## config.mk

```make
export PLATFORM = sky130hd
export DESIGN_NAME = std_rr_grant_scheduler
export DESIGN_NICKNAME = d
export VERILOG_FILES = /design/src/rtl/std_rr_grant_scheduler.sv
export SDC_FILE = /design/constraint.sdc
export NUM_CORES = 1
export LEC_CHECK = 0
export ABC_AREA = 1
export BUFFER_PORTS_ARGS = -buffer_cell sky130_fd_sc_hd__buf_4
export CAP_MARGIN = 15
export CELL_PAD_IN_SITES_DETAIL_PLACEMENT = 1
export CELL_PAD_IN_SITES_GLOBAL_PLACEMENT = 2
export CORE_ASPECT_RATIO = 0.9
export CORE_MARGIN = 2
export CORE_UTILIZATION = 26
export DETAILED_ROUTE_END_ITERATION = 8
export PLACE_DENSITY = 0.71
export SLEW_MARGIN = 40
export SYNTH_ARGS = -nofsm -noshare
export SYNTH_HDL_FRONTEND = slang
export SYNTH_SLANG_ARGS = --single-unit
```

## constraint.sdc

```tcl
create_clock -name i_clk -period 1.8 [get_ports i_clk]
set_clock_uncertainty 0.2 [all_clocks]
set_input_delay 0.27 -clock i_clk [delete_from_list [all_inputs] [get_ports i_clk]]
set_output_delay 0.27 -clock i_clk [all_outputs]
set_load 0.005 [all_outputs]
```

## src/rtl/std_rr_grant_scheduler.sv

```systemverilog
// Round-robin grant scheduler with locked ownership and a registered one-hot grant plus index.
// Optional watchdog force-release enabled by defining STD_RR_GRANT_SCHEDULER_TIMEOUT_EN.
module std_rr_grant_scheduler #(
  parameter int unsigned N       = 4,
  parameter int unsigned TIMEOUT = 16
) (
  input  logic                       i_clk,
  input  logic                       i_rst,
  input  logic [N-1:0]               i_req,
  input  logic                       i_release,
  output logic [N-1:0]               o_grant,
  output logic [$clog2(N)-1:0]       o_grant_idx,
  output logic                       o_busy,
  output logic                       o_timeout
);

  localparam int unsigned IDX_WIDTH = $clog2(N);

  typedef enum logic [0:0] {StIdle, StHold} state_e;

  state_e               state_q, state_d;
  logic [N-1:0]         grant_q, grant_d;
  logic [IDX_WIDTH-1:0] idx_q, idx_d;
  logic [IDX_WIDTH-1:0] ptr_q, ptr_d;

  logic [N-1:0]         eligible;
  logic                 win_found;
  logic [IDX_WIDTH-1:0] win_idx;
  logic                 force_rel;
  logic                 do_release;
  logic                 grant_load;

  // The releasing owner is excluded so others cannot be starved by a re-requesting owner.
  assign eligible   = (state_q == StHold) ? (i_req & ~grant_q) : i_req;
  assign do_release = i_release | force_rel;

  always_comb begin
    int unsigned k;
    win_found = 1'b0;
    win_idx   = '0;
    for (int unsigned i = 1; i <= N; i++) begin
      k = int'(ptr_q) + i;
      if (k >= N) k = k - N;
      if (!win_found && eligible[IDX_WIDTH'(k)]) begin
        win_found = 1'b1;
        win_idx   = IDX_WIDTH'(k);
      end
    end
  end

  always_comb begin
    state_d    = state_q;
    grant_d    = grant_q;
    idx_d      = idx_q;
    ptr_d      = ptr_q;
    grant_load = 1'b0;
    unique case (state_q)
      StIdle: begin
        if (win_found) begin
          grant_load = 1'b1;
          state_d    = StHold;
        end
      end
      StHold: begin
        if (do_release) begin
          if (win_found) begin
            grant_load = 1'b1;
          end else begin
            state_d = StIdle;
            grant_d = '0;
            idx_d   = '0;
          end
        end
      end
      default: state_d = StIdle;
    endcase
    if (grant_load) begin
      grant_d          = '0;
      grant_d[win_idx] = 1'b1;
      idx_d            = win_idx;
      ptr_d            = win_idx;
    end
  end

  always_ff @(posedge i_clk or negedge i_rst) begin
    if (!i_rst) begin
      state_q <= StIdle;
      grant_q <= '0;
      idx_q   <= '0;
      ptr_q   <= IDX_WIDTH'(N - 1);
    end else begin
      state_q <= state_d;
      grant_q <= grant_d;
      idx_q   <= idx_d;
      ptr_q   <= ptr_d;
    end
  end

`ifdef STD_RR_GRANT_SCHEDULER_TIMEOUT_EN
  logic [15:0] wd_q;
  logic        timeout_q;

  // An explicit release in the same cycle wins over the watchdog.
  assign force_rel = (state_q == StHold) && !i_release && (wd_q == 16'(TIMEOUT));

  always_ff @(posedge i_clk or negedge i_rst) begin
    if (!i_rst) begin
      wd_q      <= '0;
      timeout_q <= 1'b0;
    end else begin
      timeout_q <= force_rel;
      if (grant_load || state_q == StIdle) begin
        wd_q <= '0;
      end else if (!i_release) begin
        wd_q <= wd_q + 16'd1;
      end
    end
  end

  assign o_timeout = timeout_q;
`else
  logic unused_timeout_cfg;
  assign unused_timeout_cfg = ^TIMEOUT;
  assign force_rel          = 1'b0;
  assign o_timeout          = 1'b0;
`endif

  assign o_grant     = grant_q;
  assign o_grant_idx = idx_q;
  assign o_busy      = |grant_q;

endmodule

```

# --- Word level (Yosys, flattened, before mapping) ---
# Cells that the tools add are included.
word_totals:
  output_inout_bits: 8
  ff_bits: 9
classes:
  addsub: 8
  n_reduce_logical: 11
  magnitude_cmp: 10
  bitwise_logic: 3
  n_eq_ne: 1
  n_mux: 36
ops:
  columns: ["cell", "n"]
  rows:
  - ["2-to-1 mux 2 bit", 12]
  - ["2-to-1 mux 4 bit", 5]
  - ["< comparator 2 x 3 -> 1 bit (second input constant)", 5]
  - ["2-to-1 mux 1 bit", 12]
  - [">= comparator 3 bit (second input constant)", 3]
  - ["binary-select mux 1 bit (select 2 bit)", 4]
  - ["subtractor 2 x 1 -> 2 bit (second input constant)", 4]
  - ["adder 2 x 2 -> 3 bit (second input constant)", 2]
  - ["adder 2 x 3 -> 4 bit (second input constant)", 1]
  - ["bitwise AND 4 bit", 1]
  - [">= comparator 4 x 3 -> 1 bit (second input constant)", 1]
  - ["logical AND 1 bit", 4]
  - ["NOT 4 bit", 1]
  - ["case mux 1 bit (2 select lines)", 2]
  - ["nonzero test 2 bit", 2]
  - ["OR reduction 4 bit", 1]
  - ["adder 2 x 1 -> 3 bit (second input constant)", 1]
  - ["logical NOT 1 bit", 3]
  - ["AND reduction 3 bit", 1]
  - ["demux 1 bit (select 2 bit)", 1]
  - [">= comparator 2 x 1 -> 1 bit (second input constant)", 1]
  - ["!= test 2 x 1 -> 1 bit (second input constant)", 1]
  - ["NOT 1 bit", 1]

# --- Depth between registers and ports, before layout ---
# Gate-level depths: netlist of the first run.
depth:
  word_depth: 20
  depth_mapped: 12
  depth_no_buf: 11

# --- Least setup slack after synthesis of the first run ---
# Ideal clock, no wire load.
synth_path:
  kind: "reg2reg"
  from: "register ptr_q[0]"
  to: "register grant_q[2], in the netlist o_grant[2]"
  setup_time_ns: 0.117
  path_buffers: 1
  synth_period_minus_slack_ns: 1.846
  stages_incl_launch_ff: 11
  slack_ns: -0.046
  arrival_time_ns: 1.529
  t_required_ns: 1.483
  path_cell_list: "dfstp_2 buf_6 clkinv_8 nand3_2 nand3_2 nand2_4 nand3_4 o21ai_4 inv_4 nand3_1 nand2_1"
synth_between:
  elab_chain_cells: 20
synth_lines:
  columns: ["element", "line_no", "text"]
  rows:
  - ["from (decl)", "24", "logic [IDX_WIDTH-1:0] ptr_q, ptr_d;"]
  - ["from (signal assigned)", "90", "ptr_q <= IDX_WIDTH'(N - 1);"]
  - ["from (signal assigned)", "95", "ptr_q <= ptr_d;"]
  - ["adder 2 x 1 -> 3 bit", "42", "k = int'(ptr_q) + i;"]
  - [">= comparator 3 bit / subtractor 2 x 1 -> 2 bit (equally long branches)", "43", "if (k >= N) k = k - N;"]
  - ["2-to-1 mux 2 bit", "43", null]
  - ["binary-select mux 1 bit (select 2 bit)", "44", "if (!win_found && eligible[IDX_WIDTH'(k)]) begin"]
  - ["2-to-1 mux 1 bit (implied by the code)", "44", null]
  - ["2-to-1 mux 1 bit", "44", null]
  - ["logical NOT 1 bit", "44", null]
  - ["logical AND 1 bit", "44", null]
  - ["[4 not listed]", null, null]
  - ["logical NOT 1 bit", "44", null]
  - ["logical AND 1 bit", "44", null]
  - ["2-to-1 mux 2 bit / 2-to-1 mux 1 bit (equally long branches)", "44", null]
  - ["< comparator 2 x 3 -> 1 bit (implied by the code), or another cell as far along", "79", "grant_d[win_idx] = 1'b1;"]
  - ["logical AND 1 bit (implied by the code) / 2-to-1 mux 1 bit (equally long branches)", "79, 65", null]
  - ["2-to-1 mux 1 bit (implied by the code) / case mux 1 bit (2 select lines) (equally long branches)", "79, 57", null]
  - ["demux 1 bit (select 2 bit), or another cell as far along", "79", null]
  - ["2-to-1 mux 4 bit / AND reduction 3 bit (equally long branches)", null, null]
  - ["to (signal assigned)", "93", "grant_q <= grant_d;"]
  - ["to (decl)", "22", "logic [N-1:0] grant_q, grant_d;"]
# Parallel ways exist; a longest one is shown, timed or not. The select of a mux whose other input is x is not followed.
# A chain may end at the register's enable or synchronous reset.

# --- Worst setup path in the final report of the first run ---
# Same ends and word-level chain as after synthesis.

==> flow_summary.ini, run 1 <==
[setup_path]
cp_max_fo = 8
rrSetupSlack_ps = -200
worstPathRequired_ps = 1750
timing.rr.start = ptr_q[0]
timing.critical_path.max_delay_family = simple AND/OR/NAND/NOR gates
worstSetupPathType = flip-flop to flip-flop
r2r.worst_path.cells = 9
r2r-end = o_grant[2]
cp_bufs_invs = 1
critical_path_arrival_ps = 1950
cp_cell_sequence = nand2_1 > nand2_2 > nand3_1 > nand2_2 > nand3_4 > o21ai_4 > inv_4 > nand3_1 > nand2_1
critPathSlowestCell = sky130_fd_sc_hd__dfstp_2
critPathCaptureType = flip-flop
critPathLaunchType = flip-flop
cpPeakStageDelay_ps = 680

[run_status]
run_status = complete, but fails checks
failed_checks = negative setup slack

[drt]
detail_route.drc_violations = 0
wirelength_um = 2450
detailedRoute.firstIterationViolations = 15
drt_pass1_iterations = 4
num_vias = 854
wl_per_cell_um = 13.3
detail-route-antenna-nets = 0
drt-vias-per-instance = 4.64

[sta]
finalWorstPathRequiredPeriod_ps = 2000
max_clock_freq_mhz = 500
timing.final.crit_share_pct = 111
timing.final.ws_setup_ps = -198
unrepaired_setup_endpoints_after_global_routing = true
hold_viol_final = 0
setup_violations = 9
timing_max_transition_violations_final = 0

[global_routing]
grt.total_usage_pct = 15.4
first_global_vias = 838
initial_antenna_violation_count = 0
maximum_number_of_pins_on_one_net_before_global_route_repair = 10
gr_overflow_total = 0
first_pass_grt_wire_length_um = 3950

[yosys]
synth.largest_area_cell = sky130_fd_sc_hd__dfrtp_1
synth.lib_cells_used.distinct = 22
syn_nets = 117
syn_avg_cell_area_sq_um = 7.11
synth_flop_cell = sky130_fd_sc_hd__dfrtp_1
syn-instance-count = 110
synth_simple_gate_area_share_pct = 56.5
post_synth_most_frequent_cells = sky130_fd_sc_hd__nand2_1 (35), sky130_fd_sc_hd__nand3_1 (23), sky130_fd_sc_hd__nor2_1 (8), sky130_fd_sc_hd__dfrtp_1 (7), sky130_fd_sc_hd__nand2_2 (6)
synthXorXnorAreaFrac_pct = 0
synth_top_family_by_area = simple AND/OR/NAND/NOR gates
synth.area.top_cells = sky130_fd_sc_hd__dfrtp_1 (22%), sky130_fd_sc_hd__nand2_1 (17%), sky130_fd_sc_hd__nand3_1 (15%)
synth.mux.area_fraction_pct = 0
synth-seq-cells = 9
postSynth.asyncResetShare_pct = 100
synth-edff-count = 0
fraction_of_the_mapped_netlist_area_in_compound_gates_pct = 5.76
yosys.area_share.adder_pct = 0
synth_seq_area_share_pct = 29.1
yosysTopAreaCellShare_pct = 22.4
synth.cell_area_sq_um = 782
post-synth-top-count-cell = sky130_fd_sc_hd__nand2_1
synth.yosys.warnings = 0

[job]
maxCapViolations = 0

[floorplan]
die_height_um = 56.0
floorplan.initialDensity_pct = 27.8
chipWidth_um = 61.8
floorplan.core_area_sq_um = 2820
row_cnt = 18
boundaryPins = 15
fp.dieArea_sq_um = 3460

[min_path]
hold_depth = 4
min-delay-start = i_release
worstHoldPathType = input pin to flip-flop
hold_path_end = state_q

[placement]
place_congestion = 0.788
pre_cts_ws_ps = -207
io_buffer_count = 13
dp.final_hpwl_um = 1970

[final_layout]
areaGrowthSynthToFinish_pct = 47.7
fin_nets = 152
drive_above_1_share_pct = 45.1
utilization_pct = 41.0
antenna_cells = 0

[clock_tree]
tritoncts = yes
clock_sink_count = 9
library_cell_used_as_clock_root_buffer = sky130_fd_sc_hd__clkbuf_4
cts_inserted_buffers = 3
clock_insertion_delay_worst_skew_ps = 270
htree_num_levels = 1
worst_setup_hold_path_clk_slew_ps = 50
clockBufferDepth = 2

[power_and_ir_drop]
leakage_uw = 0.000592
worst_ir_drop_vdd_uv = 985
cellPowerDensity_nw_per_um2 = 1950
==> through the flow <==
| step | instances | total power (uW) | hold slack [ps] | TNS [ps] | cell area (sq um) |
|---|---|---|---|---|---|
| final | 184 | 2250 | 159 | -1500 | 1150 |
| after CTS | 182 | 2210 | 154 | -1490 | 1130 |
| after floorplan | 110 | 1430 | -226 | -179 | 810 |
| after detailed placement | 174 | 1940 | -99.8 | -1340 | 1040 |
| after global routing | 184 | 2470 | 175 | -2640 | 1150 |
| after global placement | 174 | 1920 | -102 | -960 | 1040 |
==> sequential cells by signal, indices dropped and copies added, names as in the netlist <==
signal	count
state_q	1
o_grant	4
ptr_q	2
o_grant_idx	2
==> worst register-to-register path: stages (launching register included) <==
cell,delay (ps)
sky130_fd_sc_hd__dfstp_2,680
sky130_fd_sc_hd__nand2_1,110
sky130_fd_sc_hd__nand2_2,120
sky130_fd_sc_hd__nand3_1,100
sky130_fd_sc_hd__nand2_2,120
sky130_fd_sc_hd__nand3_4,110
sky130_fd_sc_hd__o21ai_4,210
sky130_fd_sc_hd__inv_4,90
sky130_fd_sc_hd__nand3_1,90
sky130_fd_sc_hd__nand2_1,60
==> logic make-up after synthesis <==
kind of cell / count (synthesis)
other: 1
AOI/OAI and AO/OA: 6
DFF: 9
and+or+nand+nor: 84
buffers and inverters: 10
==> per-layer routing <==
| metal | part of all wire [%] | GRT usage (%) | wire (um) |
|---|---|---|---|
| met1 | 51 | 22.9 | 1260 |
| met2 | 44 | 22.0 | 1070 |
| met3 | 3.9 | 3.72 | 96 |
| met4 | 0.94 | 3.65 | 23 |
| met5 | 0 | 0 | 0 |
==> timing repair <==
action / 4_1_cts / 5_1_grt
pin swaps: 3 / 0
gates resized for setup: 9 / 3
hold buffers: 1 / 0
setup buffers: 3 / 2
hold endpoints to repair: 9 / 0
endpoints found under the setup margin: 9 / 10
==> how the worst max path moves through the flow <==
| stage | to | start | cells past startpoint | slack (ps) |
|---|---|---|---|---|
| 3_3_place_gp | o_grant[2] | ptr_q[0] | 9 | -150 |
| 3_5_place_dp | o_grant[1] | ptr_q[0] | 10 | -210 |
| 6_report | o_grant[2] | ptr_q[0] | 9 | -200 |
| 2_1_floorplan | o_grant[2] | ptr_q[0] | 10 | -30 |
| 4_1_cts | o_grant_idx[0] | ptr_q[0] | 9 | -200 |
| 5_1_grt | o_grant[1] | ptr_q[0] | 10 | -320 |
==> area by class of cell <==
cell class,count,area (sq um)
Tap cell,40,50.0
Sequential cell,9,228
Clock buffer,4,26.3
Inverter,8,45.0
Multi-Input combinational cell,91,544
Fill cell,354,1660
Timing Repair Buffer,32,262
==> power by group <==
group	leakage, uW	internal (uW)	switching (uW)	total, uW
combinational	0.000468	708	987	1700
sequential	0.000109	298	101	399
clock	0.0000150	85.5	71.6	157
total	0.000592	1090	1160	2250
==> cells in the final DEF, fill, tap and decap left out <==
cell	synthesis	layout
sky130_fd_sc_hd__inv_4	1	1
sky130_fd_sc_hd__nand3_4	2	5
sky130_fd_sc_hd__o21ai_1	1	1
sky130_fd_sc_hd__nand4_1	2	2
sky130_fd_sc_hd__or4_4	0	1
sky130_fd_sc_hd__dfstp_2	2	2
sky130_fd_sc_hd__clkbuf_4	0	3
sky130_fd_sc_hd__conb_1	1	1
sky130_fd_sc_hd__dfrtp_1	7	7
sky130_fd_sc_hd__nand2_2	6	9
sky130_fd_sc_hd__nand3_1	23	19
sky130_fd_sc_hd__nand3_2	5	6
sky130_fd_sc_hd__inv_2	2	2
sky130_fd_sc_hd__clkinv_8	1	1
sky130_fd_sc_hd__buf_4	1	26
sky130_fd_sc_hd__clkbuf_1	0	1
sky130_fd_sc_hd__o21ai_4	1	1
sky130_fd_sc_hd__nor2_1	8	8
sky130_fd_sc_hd__nand2_1	35	32
sky130_fd_sc_hd__dlygate4sd3_1	0	1
sky130_fd_sc_hd__a21oi_1	3	3
sky130_fd_sc_hd__nand2_4	2	2
sky130_fd_sc_hd__inv_1	4	4
sky130_fd_sc_hd__o21ai_2	1	1
sky130_fd_sc_hd__buf_6	1	5
Power figures use the tool's default switching activity.
==> run 2: changes to the inputs <==
==> constraint.sdc (replaced) <==
create_clock -name i_clk -period 1.8 [get_ports i_clk]
set_clock_uncertainty 0.2 [all_clocks]
set_input_delay 0.27 -clock i_clk [delete_from_list [all_inputs] [get_ports i_clk]]
set_output_delay 0.27 -clock i_clk [all_outputs]
set_load 0.05 [all_outputs]
==> flow_summary.ini, run 2 (synthesized netlist as in run 1, its figures left out) <==
[setup_path]
rrSetupSlack_ps = -310
critical_path_arrival_ps = 2090
cp_max_fo = 7
worstSetupPathType = flip-flop to flip-flop
worstPathRequired_ps = 1780
critPathCaptureType = flip-flop
critPathLaunchType = flip-flop

[final_layout]
antenna_cells = 0
drive_above_1_share_pct = 59.6
areaGrowthSynthToFinish_pct = 67.2
largest_register_ffs = 4
layout_commonest_cell = sky130_fd_sc_hd__buf_4
highest_count_cells_in_the_layout_ignoring_fill_and_taps = sky130_fd_sc_hd__buf_4 (38), sky130_fd_sc_hd__nand2_1 (28), sky130_fd_sc_hd__nand3_1 (14)
fin_nets = 164
fillers = 354
fin_area_sq_um = 1310

[power_and_ir_drop]
cellPowerDensity_nw_per_um2 = 2210
leakage_uw = 0.000662
worst_ir_drop_vdd_uv = 734

[drt]
num_vias = 917
wl_per_cell_um = 14.1
drt-vias-per-instance = 4.68
detailedRoute.firstIterationViolations = 29
drt_pass1_iterations = 4
wirelength_um = 2770
detail-route-antenna-nets = 0
detail_route.drc_violations = 0

[floorplan]
die_height_um = 56.0
boundaryPins = 15
floorplan.initialDensity_pct = 27.8
row_cnt = 18
chipWidth_um = 61.8
floorplan.core_area_sq_um = 2820
fp.dieArea_sq_um = 3460

[global_routing]
grt.total_usage_pct = 17.4
gr_overflow_total = 0
first_global_vias = 945
initial_antenna_violation_count = 0
maximum_number_of_pins_on_one_net_before_global_route_repair = 10
first_pass_grt_wire_length_um = 4510

[placement]
place_congestion = 0.851
io_buffer_count = 13
dp.final_hpwl_um = 1900
pre_cts_ws_ps = -261
placed_cell_area_sq_um = 1060

[sta]
hold_viol_final = 0
setup_tns_final_ps = -2430
timing.final.crit_share_pct = 117
max_clock_freq_mhz = 474
setup_violations = 9
timing_max_transition_violations_final = 0
smallest_hold_slack_ps = 140
unrepaired_setup_endpoints_after_global_routing = true
finalWorstPathRequiredPeriod_ps = 2110
timing.final.ws_setup_ps = -311

[clock_tree]
clock_insertion_delay_worst_skew_ps = 280
htree_num_levels = 1
cts_inserted_buffers = 3
worst_setup_hold_path_clk_slew_ps = 70
tritoncts = yes
library_cell_used_as_clock_root_buffer = sky130_fd_sc_hd__clkbuf_4
clock_sink_count = 9
clockBufferDepth = 2

[job]
maxCapViolations = 0

[run_status]
failed_checks = negative setup slack
run_status = complete, but fails checks

[min_path]
worstHoldPathType = input pin to flip-flop
## run 2: cell count changes in the layout (fill, tap and decap cells not counted), moves of 2 or more
cell	previous run	this run
sky130_fd_sc_hd__nand2_2	9	11
sky130_fd_sc_hd__nand2_4	2	4
sky130_fd_sc_hd__nor2_1	8	6
sky130_fd_sc_hd__nand3_1	19	14
sky130_fd_sc_hd__nand2_1	32	28
sky130_fd_sc_hd__nand3_2	6	11
sky130_fd_sc_hd__dfrtp_1	7	3
sky130_fd_sc_hd__dfrtp_2	0	4
sky130_fd_sc_hd__buf_4	26	38
sky130_fd_sc_hd__nor2_2	0	2
## run 2: area by class of cell
type	instances	area, sq um	share of cell area (%)
Timing Repair Buffer	44	355	27.2
Tap cell	40	50.0	3.83
Multi-Input combinational cell	91	594	45.5
Sequential cell	9	233	17.8
Clock inverter	1	5.00	0.383
Inverter	8	47.5	3.64
Clock buffer	3	22.5	1.72
## run 2: worst max-delay path: stages (launching register included)
cell	delay, ps
sky130_fd_sc_hd__dfstp_2	690
sky130_fd_sc_hd__clkinv_8	120
sky130_fd_sc_hd__nand3_4	120
sky130_fd_sc_hd__nand3_4	90
sky130_fd_sc_hd__nand2_4	130
sky130_fd_sc_hd__nand3_4	100
sky130_fd_sc_hd__o21ai_4	250
sky130_fd_sc_hd__clkinv_4	150
sky130_fd_sc_hd__nand2_4	110
sky130_fd_sc_hd__nand2_2	50
## run 2: repair_timing
item,4_1_cts,5_1_grt
hold buffers,1,0
buffers inserted,10,5
pin swaps,12,15
hold endpoints to repair,9,0
resized for setup,18,9
endpoints found under the setup margin,10,10
## run 2: routing by layer
| metal | GRT usage, % | vias up | share of wire, % |
|---|---|---|---|
| li1 | - | 457 | - |
| met1 | 23.5 | 445 | 46 |
| met2 | 27.5 | 11 | 50 |
| met3 | 4.88 | 4 | 2.6 |
| met4 | 2.74 | 0 | 1.6 |
| met5 | 0 | - | 0 |
## run 2: power breakdown
group | switching [uW] | internal [uW]
clock network | 86.0 | 82.6
registers | 102 | 302
logic | 1360 | 959
## run 2: path summary, 6_finish.rpt
path / start / end / depth (start not counted)
hold / removal: i_release / state_q / 4
hold reg to reg: o_grant_idx[1] / o_grant_idx[1] / 2
setup reg to reg: ptr_q[0] / o_grant_idx[0] / 9
max in group asynchronous: i_rst / ptr_q[0] / 2
min in group asynchronous: i_rst / o_grant_idx[0] / 2
setup / recovery: ptr_q[0] / o_grant_idx[0] / 9
## run 2: through the flow
step,util (%),std cells,power [uW]
after CTS,44.0,191,2680
final,46.4,196,2890
after floorplan,-,110,1630
after global placement,37.5,176,2190
after detailed placement,37.5,176,2180
after global routing,46.4,196,3120
